## src/rtl/burst_addr_gen.sv

```systemverilog
// -----------------------------------------------------------------------------
// burst_addr_gen
//   Burst column-address generator for the SDRAM controller. A read/write
//   command captures the start column, the burst mode and the 8-bit carry mask
//   from the carry-mask stage. The block then emits one column address per
//   beat, wrapping inside the burst boundary that the mask defines. It flags
//   the final beat to the command/data sequencer.
//
//   Optional feature macro: BURST_ADDR_GEN_INTERLEAVE_EN
//     defined     : AddrMode = 1 selects the interleaved (XOR) sequence.
//                   Code 7 with AddrMode = 1 is reserved and gives one beat.
//     not defined : AddrMode is ignored and every burst is sequential.
//
// Ports
//   Clock        in   rising-edge clock
//   ResetN       in   synchronous active-low reset
//   Start        in   burst request (accepted in IDLE, or on an accepted Last beat)
//   StartCol     in   first column of the burst
//   AddrMode     in   0 = sequential, 1 = interleaved
//   BurstLength  in   mode-register burst code (0..3, 7 = full page, 4..6 reserved)
//   CarryMaskIn  in   carry mask (bit i = 1: column bit i wraps in-burst)
//   Stall        in   consumer not ready; hold the current beat
//   Stop         in   burst terminate; the beat shown this cycle is the last one
//   ColAddr      out  current beat column
//   ColValid     out  ColAddr valid this cycle
//   Last         out  current beat is the final one
//   Busy         out  burst in progress
// -----------------------------------------------------------------------------
module burst_addr_gen #(
    parameter int COL_WIDTH = 10
) (
    input  logic                 Clock,
    input  logic                 ResetN,
    input  logic                 Start,
    input  logic [COL_WIDTH-1:0] StartCol,
    input  logic                 AddrMode,
    input  logic [2:0]           BurstLength,
    input  logic [7:0]           CarryMaskIn,
    input  logic                 Stall,
    input  logic                 Stop,
    output logic [COL_WIDTH-1:0] ColAddr,
    output logic                 ColValid,
    output logic                 Last,
    output logic                 Busy
);

    localparam logic [0:0] IDLE  = 1'b0;
    localparam logic [0:0] BURST = 1'b1;

    localparam logic [COL_WIDTH-1:0] ONE = COL_WIDTH'(1);

    logic [0:0]           state;
    logic [COL_WIDTH-1:0] beat;       // beat counter, 0 on the first beat
    logic [COL_WIDTH-1:0] mask_q;     // effective wrap mask of the running burst
    logic [COL_WIDTH-1:0] mask_eff;   // effective mask built from the inputs
    logic [COL_WIDTH-1:0] next_addr;
    logic                 load;
    logic                 finish;

`ifdef BURST_ADDR_GEN_INTERLEAVE_EN
    logic                 mode_q;
    logic [COL_WIDTH-1:0] start_col_q;
`else
    logic                 unused_mode;
    assign unused_mode = AddrMode;
`endif

    // Mask bits above 7 replicate bit 7. This lets an all-ones carry mask
    // cover the whole page. Reserved codes collapse to a single-beat burst.
    // NOTE: every signal written in always_comb gets a default first, so no
    // path leaves it unassigned and no latch is inferred.
    always_comb begin
        mask_eff = '0;
        for (int i = 0; i < COL_WIDTH; i++) begin
            mask_eff[i] = (i < 8) ? CarryMaskIn[i % 8] : CarryMaskIn[7];
        end
        if (BurstLength inside {3'd4, 3'd5, 3'd6}) begin
            mask_eff = '0;
        end
`ifdef BURST_ADDR_GEN_INTERLEAVE_EN
        if (BurstLength == 3'd7 && AddrMode) begin
            mask_eff = '0;
        end
`endif
    end

    // The sequential increment only ripples through the masked field. Bits
    // outside the mask keep their value, and any carry out of the field is lost.
    always_comb begin
        next_addr = (ColAddr & ~mask_q) | ((ColAddr + ONE) & mask_q);
`ifdef BURST_ADDR_GEN_INTERLEAVE_EN
        if (mode_q) begin
            next_addr = start_col_q ^ ((beat + ONE) & mask_q);
        end
`endif
    end

    assign Busy   = (state == BURST);
    assign Last   = ColValid && (beat == mask_q);
    // A burst ends on Stop, or when its final beat is accepted. Stop takes
    // precedence over Start, and Start takes precedence over Stall.
    assign finish = Busy && (Stop || (Last && !Stall));
    assign load   = Start && (!Busy || (finish && !Stop));

    // NOTE: sequential state uses non-blocking assignments only, so every
    // register samples the pre-edge values and no ordering race arises.
    always_ff @(posedge Clock) begin
        if (!ResetN) begin
            state       <= IDLE;
            ColAddr     <= '0;
            ColValid    <= 1'b0;
            beat        <= '0;
            mask_q      <= '0;
`ifdef BURST_ADDR_GEN_INTERLEAVE_EN
            mode_q      <= 1'b0;
            start_col_q <= '0;
`endif
        end else if (load) begin
            state       <= BURST;
            ColAddr     <= StartCol;
            ColValid    <= 1'b1;
            beat        <= '0;
            mask_q      <= mask_eff;
`ifdef BURST_ADDR_GEN_INTERLEAVE_EN
            mode_q      <= AddrMode;
            start_col_q <= StartCol;
`endif
        end else if (finish) begin
            state       <= IDLE;
            ColValid    <= 1'b0;
            beat        <= '0;
        end else if (Busy && !Stall) begin
            beat        <= beat + ONE;
            ColAddr     <= next_addr;
        end
    end

endmodule
```

## config.mk

```make
export PLATFORM = sky130hd
export DESIGN_NAME = burst_addr_gen
export DESIGN_NICKNAME = d
export VERILOG_FILES = /design/src/rtl/burst_addr_gen.sv
export SDC_FILE = /design/constraint.sdc
export NUM_CORES = 1
export LEC_CHECK = 0
export ABC_AREA = 1
export CAP_MARGIN = 20
export CORE_MARGIN = 2
export CORE_UTILIZATION = 30
export DETAILED_ROUTE_END_ITERATION = 6
export MAX_ROUTING_LAYER = met4
export PLACE_DENSITY = 0.62
export SETUP_SLACK_MARGIN = 0.5
export SLEW_MARGIN = 20
export SYNTH_ARGS = -nofsm -noshare
export SYNTH_HDL_FRONTEND = slang
export SYNTH_SLANG_ARGS = --single-unit
export TNS_END_PERCENT = 20
```

## constraint.sdc

```tcl
create_clock -name Clock -period 3.9 [get_ports Clock]
set_input_delay 0.39 -clock Clock [delete_from_list [all_inputs] [get_ports Clock]]
set_output_delay 0.39 -clock Clock [all_outputs]
set_load 0.005 [all_outputs]
```

# Word level (Yosys, flattened, before mapping)
# Index checks and enable logic that the tools add are counted.
[word_totals] reg_bits=31 in_bits=27 output_inout_bits=13 word_cells=38
[classes] n_addsub=2 eq_ne=5 mux=6 bitwise_logic=5 reduce_logical=16
[op_table] cell="$mux 10" n=4
[op_table] cell="$add 10x1->10 const B" n=2
[op_table] cell="$and 10x10->10" n=2
[op_table] cell="$eq 10x10->1" n=1
[op_table] cell="$not 10->10" n=1
[op_table] cell="$or 10x10->10" n=1
[op_table] cell="$eq 3x3->1 const B" n=3
[op_table] cell="$logic_and 1x1->1" n=6
[op_table] cell="$reduce_bool 2->1" n=2
[op_table] cell="$logic_not 1->1" n=3
[op_table] cell="$reduce_bool 3->1" n=1
[op_table] cell="$reduce_or 3->1" n=1
[op_table] cell="$logic_or 1x1->1" n=2
[op_table] cell="$mux 1" n=2
[op_table] cell="$ne 2x2->1 const B" n=1
[op_table] cell="$reduce_and 2->1" n=1
[op_table] cell="$not 1->1" n=1

# Depth between registers and ports, before layout
[logic_depth] ltp_word=10 ltp_mapped=14 ltp_nobuf=13

# Worst setup path before layout
# Ideal clock, no wire load.
[synth_path] path_type="register to register" start="register state (netlist: Busy)" end="register (tool-made name)" setup_ps=113 arrival_ps=1595 t_required_ps=3787 setup_slack_ps=2192 path_stages_with_launch=13 n_path_buf=1 synth_period_minus_slack_ps=1708 path_cell_list="dfxtp_1 > inv_2 > a21oi_2 > nand2_2 > nor2_4 > nand4_4 > nand2_4 > nand2_4 > buf_6 > nand2_1 > nand2_1 > nor2_1 > nor2_1"
[synth_lines] item="start: declaration" line_no="52" source="logic [0:0] state;"
[synth_lines] item="start signal: assignment" line_no="109" source="state <= IDLE;"
[synth_lines] item="start signal: assignment" line_no="119" source="state <= BURST;"
[synth_lines] item="start signal: assignment" line_no="129" source="state <= IDLE;"

==> run metrics <==
GRT Util Overall 14.70%; skew final 0.007107 ns; GRT overflow 0; yosys warns 0; Leak 0.9619 nW; CTS Buf Count 5; Synth Instances 277; worst slew pin tran 0.7097 ns; PwrDens 325.0 mW/mm^2; ant diodes 0; number of remaining DRC errors 0; Setup Buffers After CTS 0; CTS sink cnt 29; main combinational cell family by area after synthesis simple AND/OR/NAND/NOR gates; status finished, final reports clean; fmax 414.0 MHz; Synthesized Nets 306; die height 82.09 um; RSZ-0062 raised after global routing false; drt pass-1 iters 4; asr flop ratio synth 0%; post-synthesis mux area share 0%; Hold Worst Slack 0.5016 ns; clock slew at reported path FFs 0.06 ns; Initial Utilization 30.90%; total power 756.8 uW; hpwl dp 3300 um; Synth Register Bits 29; largest net degree at the start of global routing 35; worst path arrival time 2.03 ns; Yosys top cell by area dfxtp_1; root buf cell clkbuf_8; Synth Area in Simple Gates 40.63%; CP Capture Type output pin; first-pass GRT wire length 7403 um; Sum Neg Setup Slack 0 ns; crit path max fanout 7; slew margin rel. 52.54%; Die ar. 0.006738 sq mm; CTS hold repair buffers 0; final setup fails 0; nets 343; post-route clock period utilization 61.94%; Setup Crit Path Kind flop to output pin; number of buffers inserted by port buffering 38; row count 28; slowest cell delay on critical path 0.57 ns; vias per cell 4.591; area grow syn2layout 27.29%; wire per inst 11.29 um; Worst EP required 3.51 ns; Slowest-stage cell, CP clkdlybuf4s50_1; chip width 82.09 um; maximum vdd ir drop 0.0001282 V; Max Cap Violations 0; count leader, synth nand2_1; Post-Syn Area per Cell 6.604 sq um; Yosys cell types 34; post-synth design cell area 0.001829 sq mm; GP Congestion 0.8188; Post-Synth Adder-Cell Area 1.368%; Synth Area in XOR/XNOR 5.267%; worst path cell trace inv_2, a21oi_2, nand2_2, nor4_1, clkdlybuf4s50_1; number of enable flip-flop cells after synthesis 0; vias in the first global route 1677; H-tree levels 2; CTS max path bufs 2; synth top area cells dfxtp_1 32%, nand2_1 16%, nor2_1 9.2%; Synth top cells by count 78 x nand2_1, 45 x nor2_1, 29 x dfxtp_1, 26 x inv_1, 18 x nand3_1; min-delay worst type flop to flop; routed via count 1786; Synth top area share 31.74%; crit path launch type flop; # IOs 40; fin. max-slew vios 0; ANT nets after route 0; compound-cell area share of the yosys netlist 11.70%; CTS tree done; Tmin final 2.416 ns; drt initial violations 99; routed wire length 4392 um; Worst-Skew Late Latency 0.27 ns; initial antenna violation count 0; final-report hold violation count 0; Resized cells post-CTS 0; Post-synth top flop dfxtp_1; core area 0.005921 sq mm; Seq/Total Area, Yosys 31.74%; proportion of layout cells with a drive suffix above 1 7.962%
-- per-stage QoR --
step	worst slack (ns)	area (sq um)	cells	util (%)
floorplan	2.192	1829	277	-
global placement	1.691	2242	382	37.87
detailed placement	1.635	2242	382	37.87
CTS	1.408	2328	389	39.33
global route	1.368	2328	389	39.33
finish	1.484	2328	389	39.33
-- metal layers --
metal	wire [um]	GRT usage, %
met5	0	-
met3	221	3.297
met1	2123	18.42
met4	36	4.000
met2	2011	23.82
-- critical path, delay by kind of cell, from the launching register on --
kind | cells | cell delay (ns)
and+or+nand+nor | 2 | 0.44
buffers and inverters | 2 | 0.67
AOI/OAI and AO/OA | 1 | 0.12
DFF | 1 | 0.52
-- report_power, final --
part | internal (mW) | leakage (nW) | switching, mW
logic | 0.0829 | 0.680 | 0.0927
registers | 0.315 | 0.238 | 0.0204
clock network | 0.140 | 0.0443 | 0.106
total | 0.538 | 0.962 | 0.219
-- cell families after synthesis --
logic type,after synthesis
fa+ha+maj,2
simple gates,163
flops,29
buf+inv,37
xor+xnor,11
compound gates,35
-- worst paths after layout --
| check | end | from | slack (ns) | depth (start not counted) |
|---|---|---|---|---|
| hold / removal | beat[0] | beat[0] | 0.50 | 2 |
| hold reg to reg | beat[0] | beat[0] | 0.50 | 2 |
| setup / recovery | Last | Busy | 1.48 | 5 |
| setup reg to reg | flop | Busy | 1.79 | 11 |
-- area by class of cell --
cell class                      count  area, sq um
Clock buffer                        7        86.33
Inverter                           29        108.9
Sequential cell                    29        580.6
Tap cell                           75        93.84
Timing Repair Buffer               38        380.4
Multi-Input combinational cell    211         1079
Fill cell                         639         3592
-- layout by cell type (no fill, tap or decap), drive strengths merged --
| cell | netlist | routed |
|---|---|---|
| nand2 | 82 | 82 |
| nor2 | 49 | 49 |
| clkdlybuf4s50 | 0 | 38 |
| dfxtp | 29 | 29 |
| inv | 29 | 29 |
| nand3 | 20 | 20 |
| a21oi | 14 | 14 |
| o21ai | 10 | 10 |
| o211ai | 7 | 7 |
| clkbuf | 1 | 7 |
| xor2 | 6 | 6 |
| xnor2 | 5 | 5 |
| nor3 | 5 | 5 |
| o21a | 2 | 2 |
| nor3b | 2 | 2 |
| ha | 2 | 2 |
| nor4 | 2 | 2 |
| nand4 | 2 | 2 |
| a21boi | 1 | 1 |
| or2 | 1 | 1 |
| a31oi | 1 | 1 |
(Power assumes the default switching activity.)
